File: config.mk
export PLATFORM = sky130hd
export DESIGN_NAME = mc_main_ctrl_flat
export DESIGN_NICKNAME = d
export VERILOG_FILES = /design/src/rtl/mc_main_ctrl_if.sv /design/src/rtl/mc_main_ctrl.sv /design/src/flat_wrapper.sv
export SDC_FILE = /design/constraint.sdc
export NUM_CORES = 1
export LEC_CHECK = 0
export CAP_MARGIN = 10
export CORE_UTILIZATION = 40
export CTS_CLUSTER_SIZE = 12
export DETAILED_ROUTE_END_ITERATION = 10
export PLACE_DENSITY = 0.71
export SLEW_MARGIN = 20
export SYNTH_ARGS = -nofsm -noshare
export SYNTH_HDL_FRONTEND = slang
export SYNTH_SLANG_ARGS = --single-unit
File: constraint.sdc
create_clock -name clk -period 2 [get_ports clk]
set_input_delay 0.3 -clock clk [delete_from_list [all_inputs] [get_ports clk]]
set_output_delay 0.3 -clock clk [all_outputs]
set_load 0.005 [all_outputs]
File: src/rtl/mc_main_ctrl_if.sv
// Control bundle between the multicycle main controller and the MIPS datapath.
// master = controller side, slave = datapath side.
interface mc_main_ctrl_if;
  logic [5:0] opcode;
  logic       mem_ready;
  logic [3:0] state;
  logic [2:0] ALUop;
  logic       ALUSrcA;
  logic [1:0] ALUSrcB;
  logic       ext_zero;
  logic       PCWrite;
  logic       PCWriteCond;
  logic [1:0] PCSource;
  logic       IorD;
  logic       MemRead;
  logic       MemWrite;
  logic       IRWrite;
  logic       RegDst;
  logic       RegWrite;
  logic       MemtoReg;
  logic       instr_done;
  logic       illegal_op;
  logic       mem_timeout;

  modport master (
    input  opcode, mem_ready,
    output state, ALUop, ALUSrcA, ALUSrcB, ext_zero, PCWrite, PCWriteCond,
           PCSource, IorD, MemRead, MemWrite, IRWrite, RegDst, RegWrite,
           MemtoReg, instr_done, illegal_op, mem_timeout
  );

  modport slave (
    output opcode, mem_ready,
    input  state, ALUop, ALUSrcA, ALUSrcB, ext_zero, PCWrite, PCWriteCond,
           PCSource, IorD, MemRead, MemWrite, IRWrite, RegDst, RegWrite,
           MemtoReg, instr_done, illegal_op, mem_timeout
  );
endinterface

File: src/rtl/mc_main_ctrl.sv
// Multicycle MIPS main control FSM: fetch/decode/execute/memory/writeback
// sequencing with a mem_ready handshake and a bounded wait in memory states.
module mc_main_ctrl #(
  parameter int unsigned WAIT_LIMIT = 15
) (
  input  logic            clk,
  input  logic            rst,
  mc_main_ctrl_if.master  bus
);

  localparam logic [7:0] LIMIT = 8'(WAIT_LIMIT);

  localparam logic [5:0] OP_R    = 6'b000000;
  localparam logic [5:0] OP_LW   = 6'b100011;
  localparam logic [5:0] OP_SW   = 6'b101011;
  localparam logic [5:0] OP_BEQ  = 6'b000100;
  localparam logic [5:0] OP_J    = 6'b000010;
  localparam logic [5:0] OP_ADDI = 6'b001000;
  localparam logic [5:0] OP_ANDI = 6'b001100;
  localparam logic [5:0] OP_ORI  = 6'b001101;

  typedef enum logic [3:0] {
    S_FETCH     = 4'd0,
    S_DECODE    = 4'd1,
    S_MEM_ADDR  = 4'd2,
    S_MEM_READ  = 4'd3,
    S_MEM_WB    = 4'd4,
    S_MEM_WRITE = 4'd5,
    S_EXEC_R    = 4'd6,
    S_R_WB      = 4'd7,
    S_BRANCH    = 4'd8,
    S_JUMP      = 4'd9,
    S_EXEC_I    = 4'd10,
    S_I_WB      = 4'd11
  } state_e;

  state_e     state_q, state_d;
  logic [7:0] cnt_q, cnt_d;

  logic       wait_st;
  logic       abort;

  logic [2:0] aluop;
  logic       srca, ez, pcw, pcwc, iord, mrd, mwr, irw, regdst, regw, m2r;
  logic       done, ill, tmo;
  logic [1:0] srcb, pcsrc;

  assign wait_st = (state_q == S_FETCH) || (state_q == S_MEM_READ) ||
                   (state_q == S_MEM_WRITE);
  // Ready in the limit cycle wins, so the abort needs mem_ready low.
  assign abort   = wait_st && !bus.mem_ready && (cnt_q == LIMIT);

  always_ff @(posedge clk) begin
    if (rst) begin
      state_q <= S_FETCH;
      cnt_q   <= '0;
    end else begin
      state_q <= state_d;
      cnt_q   <= cnt_d;
    end
  end

  always_comb begin
    state_d = S_FETCH;
    aluop   = 3'b000;
    srca    = 1'b0;
    srcb    = 2'b00;
    ez      = 1'b0;
    pcw     = 1'b0;
    pcwc    = 1'b0;
    pcsrc   = 2'b00;
    iord    = 1'b0;
    mrd     = 1'b0;
    mwr     = 1'b0;
    irw     = 1'b0;
    regdst  = 1'b0;
    regw    = 1'b0;
    m2r     = 1'b0;
    done    = 1'b0;
    ill     = 1'b0;
    tmo     = abort;

    unique case (state_q)
      S_FETCH: begin
        mrd     = 1'b1;
        srcb    = 2'b01;
        irw     = bus.mem_ready;
        pcw     = bus.mem_ready;
        state_d = bus.mem_ready ? S_DECODE : S_FETCH;
      end
      S_DECODE: begin
        srcb = 2'b11;
        case (bus.opcode)
          OP_LW, OP_SW:              state_d = S_MEM_ADDR;
          OP_R:                      state_d = S_EXEC_R;
          OP_BEQ:                    state_d = S_BRANCH;
          OP_J:                      state_d = S_JUMP;
          OP_ADDI, OP_ANDI, OP_ORI:  state_d = S_EXEC_I;
          default: begin
            ill     = 1'b1;
            state_d = S_FETCH;
          end
        endcase
      end
      S_MEM_ADDR: begin
        srca    = 1'b1;
        srcb    = 2'b10;
        state_d = (bus.opcode == OP_SW) ? S_MEM_WRITE : S_MEM_READ;
      end
      S_MEM_READ: begin
        mrd     = 1'b1;
        iord    = 1'b1;
        state_d = bus.mem_ready ? S_MEM_WB : (abort ? S_FETCH : S_MEM_READ);
      end
      S_MEM_WB: begin
        regw = 1'b1;
        m2r  = 1'b1;
        done = 1'b1;
      end
      S_MEM_WRITE: begin
        mwr     = 1'b1;
        iord    = 1'b1;
        done    = bus.mem_ready;
        state_d = (bus.mem_ready || abort) ? S_FETCH : S_MEM_WRITE;
      end
      S_EXEC_R: begin
        srca    = 1'b1;
        aluop   = 3'b010;
        state_d = S_R_WB;
      end
      S_R_WB: begin
        regdst = 1'b1;
        regw   = 1'b1;
        done   = 1'b1;
      end
      S_BRANCH: begin
        srca  = 1'b1;
        aluop = 3'b001;
        pcwc  = 1'b1;
        pcsrc = 2'b01;
        done  = 1'b1;
      end
      S_JUMP: begin
        pcw   = 1'b1;
        pcsrc = 2'b10;
        done  = 1'b1;
      end
      S_EXEC_I: begin
        srca    = 1'b1;
        srcb    = 2'b10;
        state_d = S_I_WB;
        if (bus.opcode == OP_ANDI) begin
          aluop = 3'b100;
          ez    = 1'b1;
        end else if (bus.opcode == OP_ORI) begin
          aluop = 3'b101;
          ez    = 1'b1;
        end
      end
      S_I_WB: begin
        regw = 1'b1;
        done = 1'b1;
      end
      default: state_d = S_FETCH;
    endcase

    // Abort, or the clear on entering a state, both restart the wait count.
    if (abort || (state_d != state_q))
      cnt_d = '0;
    else if (wait_st && !bus.mem_ready)
      cnt_d = cnt_q + 8'd1;
    else
      cnt_d = cnt_q;

    if (rst) begin
      pcw  = 1'b0;
      pcwc = 1'b0;
      mrd  = 1'b0;
      mwr  = 1'b0;
      irw  = 1'b0;
      regw = 1'b0;
      done = 1'b0;
      ill  = 1'b0;
      tmo  = 1'b0;
    end
  end

  assign bus.state       = state_q;
  assign bus.ALUop       = aluop;
  assign bus.ALUSrcA     = srca;
  assign bus.ALUSrcB     = srcb;
  assign bus.ext_zero    = ez;
  assign bus.PCWrite     = pcw;
  assign bus.PCWriteCond = pcwc;
  assign bus.PCSource    = pcsrc;
  assign bus.IorD        = iord;
  assign bus.MemRead     = mrd;
  assign bus.MemWrite    = mwr;
  assign bus.IRWrite     = irw;
  assign bus.RegDst      = regdst;
  assign bus.RegWrite    = regw;
  assign bus.MemtoReg    = m2r;
  assign bus.instr_done  = done;
  assign bus.illegal_op  = ill;
  assign bus.mem_timeout = tmo;

endmodule

File: src/flat_wrapper.sv
// flat-port wrapper written by rule: the top's interface ports become plain ports
module mc_main_ctrl_flat 
#(
  parameter int unsigned WAIT_LIMIT = 15
)
  (clk, rst, bus_opcode, bus_mem_ready, bus_state, bus_ALUop, bus_ALUSrcA, bus_ALUSrcB, bus_ext_zero, bus_PCWrite, bus_PCWriteCond, bus_PCSource, bus_IorD, bus_MemRead, bus_MemWrite, bus_IRWrite, bus_RegDst, bus_RegWrite, bus_MemtoReg, bus_instr_done, bus_illegal_op, bus_mem_timeout);
  mc_main_ctrl_if bus_i ();
  input  logic clk;
  input  logic rst;
  input wire logic [$bits(bus_i.opcode)-1:0] bus_opcode;
  input wire logic [$bits(bus_i.mem_ready)-1:0] bus_mem_ready;
  output wire logic [$bits(bus_i.state)-1:0] bus_state;
  output wire logic [$bits(bus_i.ALUop)-1:0] bus_ALUop;
  output wire logic [$bits(bus_i.ALUSrcA)-1:0] bus_ALUSrcA;
  output wire logic [$bits(bus_i.ALUSrcB)-1:0] bus_ALUSrcB;
  output wire logic [$bits(bus_i.ext_zero)-1:0] bus_ext_zero;
  output wire logic [$bits(bus_i.PCWrite)-1:0] bus_PCWrite;
  output wire logic [$bits(bus_i.PCWriteCond)-1:0] bus_PCWriteCond;
  output wire logic [$bits(bus_i.PCSource)-1:0] bus_PCSource;
  output wire logic [$bits(bus_i.IorD)-1:0] bus_IorD;
  output wire logic [$bits(bus_i.MemRead)-1:0] bus_MemRead;
  output wire logic [$bits(bus_i.MemWrite)-1:0] bus_MemWrite;
  output wire logic [$bits(bus_i.IRWrite)-1:0] bus_IRWrite;
  output wire logic [$bits(bus_i.RegDst)-1:0] bus_RegDst;
  output wire logic [$bits(bus_i.RegWrite)-1:0] bus_RegWrite;
  output wire logic [$bits(bus_i.MemtoReg)-1:0] bus_MemtoReg;
  output wire logic [$bits(bus_i.instr_done)-1:0] bus_instr_done;
  output wire logic [$bits(bus_i.illegal_op)-1:0] bus_illegal_op;
  output wire logic [$bits(bus_i.mem_timeout)-1:0] bus_mem_timeout;
  assign bus_i.opcode = bus_opcode;
  assign bus_i.mem_ready = bus_mem_ready;
  assign bus_state = bus_i.state;
  assign bus_ALUop = bus_i.ALUop;
  assign bus_ALUSrcA = bus_i.ALUSrcA;
  assign bus_ALUSrcB = bus_i.ALUSrcB;
  assign bus_ext_zero = bus_i.ext_zero;
  assign bus_PCWrite = bus_i.PCWrite;
  assign bus_PCWriteCond = bus_i.PCWriteCond;
  assign bus_PCSource = bus_i.PCSource;
  assign bus_IorD = bus_i.IorD;
  assign bus_MemRead = bus_i.MemRead;
  assign bus_MemWrite = bus_i.MemWrite;
  assign bus_IRWrite = bus_i.IRWrite;
  assign bus_RegDst = bus_i.RegDst;
  assign bus_RegWrite = bus_i.RegWrite;
  assign bus_MemtoReg = bus_i.MemtoReg;
  assign bus_instr_done = bus_i.instr_done;
  assign bus_illegal_op = bus_i.illegal_op;
  assign bus_mem_timeout = bus_i.mem_timeout;
  mc_main_ctrl #(.WAIT_LIMIT(WAIT_LIMIT)) u_core (.clk(clk), .rst(rst), .bus(bus_i));
endmodule
==> summary.txt <==
Synthesis
  • Area share of the largest cell type after synthesis: 0.215
  • Top cells by count, synth: nor2_1 (19), dfxtp_1 (12), nand2_1 (10), nor3_1 (10), a21oi_1 (8)
  • Syn. warnings: 0
  • Gate count after technology mapping: 153
  • Seq/Total Area, Yosys: 0.215
  • Asr flop ratio synth: 0
  • Post-synth EDFFs: 0
  • Syn Area/Cell: 7.30 um^2
  • Cell with the most instances after synthesis: nor2_1
  • FF+latch count, synth: 12
  • Yosys top cell by area: dfxtp_1
  • Post-synth net total: 163
  • Top cells by area, synth: dfxtp_1 (22%), nor2_1 (6.4%), nor3_1 (4.5%)
  • Count of different cell masters after synthesis: 43
  • Synth Flop Type: dfxtp_1
  • Mapped Area: 1120 um^2

Worst setup path
  • CP Max Fanout: 8
  • Req. time, crit path: 2200 ps
  • CP Capture Type: flop
  • CP Launch Type: flop
  • Crit Path Category: reg2reg
  • Crit path DAT: 2270 ps

Cells and area
  • Final net count: 253
  • Layout cell share with drive strength beyond 1: 0.432
  • Fin cells: 271
  • Antenna Cells: 0
  • Utilization after layout: 0.804
  • Fill cells: 159
  • Area growth syn-to-layout: 84.7%

Clock network
  • Clk Latency, worst-skew pair: 280 ps
  • Clock transition at path regs: 80 ps
  • Clock Path Buffers: 2
  • CTS tree: done
  • Clock sinks: 12
  • CTS Buf Count: 3
  • Number of H-tree levels: 1
  • CTS root buffer: clkbuf_4

Global route
  • Number of global-route vias before repair: 1,426
  • Initial antenna violation count: 0
  • Total gr overflow: 0
  • Total track usage: 0.307
  • Largest net degree at the start of global routing: 12
  • First-pass GRT wire length: 6480 um

Pwr
  • Clock network fraction of design power: 0.235
  • Net Sw Frac: 0.301
  • Psw: 0.186 mW
  • Internal Power: 0.433 mW
  • P per Cell Area: 300 nW/um^2
  • Leakage power: 0.970 nW
  • Worst vdd ir: 0.000496 V
  • Seq pwr share: 0.396
  • Combinational share of power: 0.369

Detailed routing
  • DRC: 0
  • DR pass1 iterations: 4
  • DR iter-0 viols: 47
  • Routed Antenna Nets: 0
  • Number of vias per cell: 5.73
  • Final WL: 4500 um
  • Via count: 1,554
  • DR WL/cell: 16.6 um

Timing
  • Final setup margin: -65.9 ps
  • Hold Violations, Final: 0
  • Final setup viols: 8
  • Slew headroom: 0.739
  • TNS Setup: -431 ps
  • Worst-Margin Slew: 386 ps
  • Period utilization: 1.03
  • Max Slew Vio Count: 0
  • Setup Skew: 16.7 ps
  • Fmax: 484 MHz
  • RSZ-0062 raised after global routing: true
  • Fin crit period: 2070 ps

Status
  • Failing checks: negative setup slack
  • Status: finished with violations

Placement
  • Port Buffer Count: 33
  • Inst Count DP: 248
  • DP HPWL: 2670 um
  • GP Congestion: 0.890

Job
  • Max-cap viol count: 0

Floorplan
  • Placement Rows: 18
  • Die area: 3010 um^2
  • # IOs: 34
  • DIE HEIGHT: 54.9 um
  • CORE AREA: 2570 um^2
  • Chip Width: 54.9 um
  • Initial Utilization: 0.435

Min path
  • HP Class: reg2reg
[critical path, cell delays in order (launching register included)]
cell	delay, ps
dfxtp_2	330
buf_6	130
buf_8	120
or3_4	380
nor4_4	310
a221oi_2	50
or4_4	530
nor2_2	140
[through the flow]
stage,power (mW),worst slack [ps],cell area (um^2),hold WS (ps)
floorplan,0.332,224,1120,483
global placement,0.423,-343,1750,502
detailed placement,0.428,-361,1750,500
CTS,0.607,7.75,2020,520
global route,0.647,-139,2060,568
finish,0.619,-65.9,2060,514
[cells in the final DEF (no fill, tap or decap), types with 2 or more instances in the layout]
| cell type | instances |
|---|---|
| buf_4 | 51 |
| dlygate4sd2_1 | 18 |
| nor2_1 | 16 |
| nand2_1 | 10 |
| nor2_2 | 9 |
| a21oi_1 | 8 |
| dfxtp_1 | 8 |
| buf_6 | 7 |
| nor3_1 | 6 |
| clkdlybuf4s50_1 | 6 |
| inv_1 | 5 |
| xnor2_1 | 5 |
| nand3_1 | 5 |
| o21ai_0 | 5 |
| nand2b_4 | 4 |
| xor2_1 | 4 |
| or4_1 | 4 |
| nor4_1 | 4 |
| dlymetal6s2s_1 | 4 |
| dfxtp_2 | 4 |
| nor3_2 | 3 |
| or3_4 | 3 |
| nand3b_1 | 3 |
| clkbuf_4 | 3 |
| clkbuf_2 | 3 |
| buf_8 | 3 |
| nor2b_2 | 2 |
| nor2_4 | 2 |
| and4_1 | 2 |
| o21a_1 | 2 |
| or3b_1 | 2 |
| nor2b_1 | 2 |
| a32oi_1 | 2 |
| mux2i_1 | 2 |
[layout make-up]
class	count	area, um^2	share of cell area
clock buffers	3	22.5	0.0109
inverters	5	18.8	0.00910
multi-input cells	126	915	0.443
flip-flops and latches	12	245	0.119
well taps	30	37.5	0.0182
repair buffers	95	825	0.400
[registers in the layout, summed over array words and instances, names as in the netlist]
name / count
u_core.cnt_q: 8
u_core.bus.state: 4
[kinds of logic after synthesis]
kind of cell / after synthesis / share of synthesized area
compound gates: 27 / 0.166
xor+xnor: 9 / 0.0705
fa+ha+maj: 1 / 0.0112
buf+inv: 15 / 0.0627
flops: 12 / 0.215
mux: 2 / 0.0179
simple gates: 87 / 0.457
[repair_timing]
item / in CTS / in global routing
hold buffers: 0 / 0
endpoints found under the setup margin: 27 / 18
pin swaps: 10 / 2
resized for setup: 63 / 17
buffers inserted: 17 / 4
[power groups by stage]
stage                     sequential (mW)  combinational (mW)  clock, mW
after floorplan                     0.250              0.0813          0
after global placement              0.250               0.174          0
after detailed placement            0.250               0.178          0
after CTS                           0.245               0.214      0.149
after global routing                0.245               0.242      0.160
final                               0.245               0.229      0.145
[worst paths after layout]
check | startpoint | endpoint | slack, ps | cells past startpoint
max reg2reg | u_core.bus.state[2] | u_core.cnt_q[6] | -70 | 7
min reg2reg | u_core.cnt_q[7] | u_core.cnt_q[7] | 510 | 2
min | u_core.cnt_q[7] | u_core.cnt_q[7] | 510 | 2
max | u_core.bus.state[2] | u_core.cnt_q[6] | -70 | 7
[metal layers]
metal / track usage / part of all wire
met1: 0.320 / 0.37
met4: 0.132 / 0.039
met5: 0 / 0
met2: 0.578 / 0.53
met3: 0.0639 / 0.064
Power figures use the tool's default switching activity.
==> RTL edit (same flow settings) <==
`WAIT_LIMIT` is set to 15 in 2 places; all go to 7.
--- a/src/rtl/mc_main_ctrl.sv
+++ b/src/rtl/mc_main_ctrl.sv
@@ -1,7 +1,7 @@
 // Multicycle MIPS main control FSM: fetch/decode/execute/memory/writeback
 // sequencing with a mem_ready handshake and a bounded wait in memory states.
 module mc_main_ctrl #(
-  parameter int unsigned WAIT_LIMIT = 15
+  parameter int unsigned WAIT_LIMIT = 7
 ) (
   input  logic            clk,
   input  logic            rst,
--- a/src/flat_wrapper.sv
+++ b/src/flat_wrapper.sv
@@ -1,7 +1,7 @@
 // flat-port wrapper written by rule: the top's interface ports become plain ports
 module mc_main_ctrl_flat 
 #(
-  parameter int unsigned WAIT_LIMIT = 15
+  parameter int unsigned WAIT_LIMIT = 7
 )
   (clk, rst, bus_opcode, bus_mem_ready, bus_state, bus_ALUop, bus_ALUSrcA, bus_ALUSrcB, bus_ext_zero, bus_PCWrite, bus_PCWriteCond, bus_PCSource, bus_IorD, bus_MemRead, bus_MemWrite, bus_IRWrite, bus_RegDst, bus_RegWrite, bus_MemtoReg, bus_instr_done, bus_illegal_op, bus_mem_timeout);
   mc_main_ctrl_if bus_i ();
Formal check against the unedited RTL: not equivalent (Yosys sat finds a counterexample within 10 cycles, from zero or initial values and one cycle with rst high).
==> RTL edit against the original RTL <==
The run still ends with setup timing left. Power is 2.2% higher. Clock skew decreased by 0.014 ns. Cell area down 2.3%. Highest routed layer unchanged. Sequential cell count is the same. Synthesized cell count is 3.3% lower. Worst setup slack worse by 0.21 ns. Sequential power rose by 2%. Routed wire length shrank 1.6%. Area after synthesis is 0.78% higher.
==> RTL edit: results (changes against the original RTL) <==
[outcome]
outcome = finished, violations left
violations = setup timing

[synthesis]
synth_fp_nets = 158  ; -3.1%
synth_top_cells_by_count = nor2_1, nor3_1, dfxtp_1
synth_cell_types = 45  ; +4.7%
synth_area_per_cell_um2 = 7.609  ; +4.2%

[global_routing]
grt_use_total = 0.3052  ; -0.001648
first_global_vias = 1363  ; -4.4%
grt_max_degree = 16  ; +4
grt_pass1_wl_um = 6527  ; +0.74%

[route]
drt_iter0_drc = 67  ; +43%
wl_um = 4429  ; -1.6%
via_per_inst = 6.051  ; +5.5%
wire_per_inst_um = 17.30  ; +4.2%

[timing]
finalSetupViolations = 11  ; +3
setup_slack_ns = -0.2799  ; -0.2141 ns
finClkSkew_ns = 0.002310  ; -0.01443 ns

[place]
post_dp_cell_area_um2 = 1752  ; +0.14%
gp_congestion = 0.7997  ; -10%
post-place-cells = 245  ; -1.2%

[worst_setup_path]
crit_fanout = 4  ; -4
crit_slowest_cell = or4b_4
critPathArrivalTime_ns = 2.44  ; +0.17 ns

[power_and_ir_drop]
worst_ir_drop_vdd_v = 0.0005855  ; +18%
p_leak_nw = 0.9546  ; -1.6%

[cells_and_area]
nNetsFinal = 238  ; -5.9%
post_route_cells_drive_above_1_share = 0.4292  ; -0.002332

[hold_path]
worstHoldPathType = in -> reg

-- RTL edit: cell count changes after synthesis, sizes merged, moves of 3 or more --
cell	delta
nor2	-9
nand4	+3
nor2b	-3
buf	-4
or4	-3
clkbuf	+4
nor4b	+4
nor3	+7
-- RTL edit: path summary, 6_finish.rpt --
check / start / end / slack (ns) / cells after the start
worst max-delay path: u_core.cnt_q[1] / u_core.cnt_q[0] / -0.28 / 9
worst min-delay path: rst / u_core.bus.state[1] / 0.47 / 3
worst max register to register: u_core.cnt_q[1] / u_core.cnt_q[0] / -0.28 / 9
worst min register to register: u_core.bus.state[2] / u_core.bus.state[3] / 0.59 / 2
-- RTL edit: area by class of cell --
type                    count  area (um^2)
repair buffers             85        733.2
well taps                  30        37.54
clock buffers               3        22.52
flip-flops and latches     12        257.7
multi-input cells         122        949.7
inverters                   4        15.01
fillers                   172        551.8
-- RTL edit: logic make-up (layout without fill, tap and decap cells) --
group,Yosys count,count (layout),synth area share
muxes,2,2,0.01778
DFF,12,12,0.2133
xor gates and xnor gates,10,10,0.07777
AOI/OAI and AO/OA,29,29,0.1767
adders and majority gates,1,1,0.01111
and+or+nand+nor,80,80,0.4111
buffers and inverters,14,92,0.09221
-- RTL edit: timing repair --
action | 4_1_cts | 5_1_grt
setup buffers | 7 | 2
resized for setup | 63 | 15
setup endpoints to repair | 27 | 20
hold buffers | 0 | 0
pin swaps | 7 | 5
-- RTL edit: metal layers --
layer  routed length [um]  global-route usage  vias to the layer above  share of wire
met5                    0                   0                        -              0
met4                  112             0.08750                        0          0.025
met3                  330             0.07650                       15          0.075
met2                 2238              0.5361                       84           0.51
met1                 1748              0.3632                      738           0.39
li1                     -                   -                      712              -
-- RTL edit: stage by stage --
step	total power [mW]	setup TNS [ns]	setup WS, ns
after detailed placement	0.4601	-7.075	-0.5335
final	0.6329	-2.768	-0.2799
after global placement	0.4536	-6.296	-0.4695
after CTS	0.6292	-2.012	-0.1977
after global routing	0.6667	-3.360	-0.3343
after floorplan	0.3514	-0.3431	-0.04654
-- RTL edit: power groups by stage --
stage | registers [mW] | clock network [mW] | logic [mW]
after floorplan | 0.256 | 0 | 0.0954
after global placement | 0.256 | 0 | 0.197
after detailed placement | 0.257 | 0 | 0.203
after CTS | 0.251 | 0.149 | 0.230
after global routing | 0.249 | 0.160 | 0.258
final | 0.249 | 0.142 | 0.242
-- RTL edit: worst register-to-register path, stage by stage, from the launching register on --
cell	delay, ns
dfxtp_2	0.36
ha_4	0.14
or4b_4	0.47
nor3_4	0.12
nand4_1	0.15
buf_4	0.19
a41o_1	0.21
nor4b_4	0.29
buf_4	0.19
nor3_1	0.05
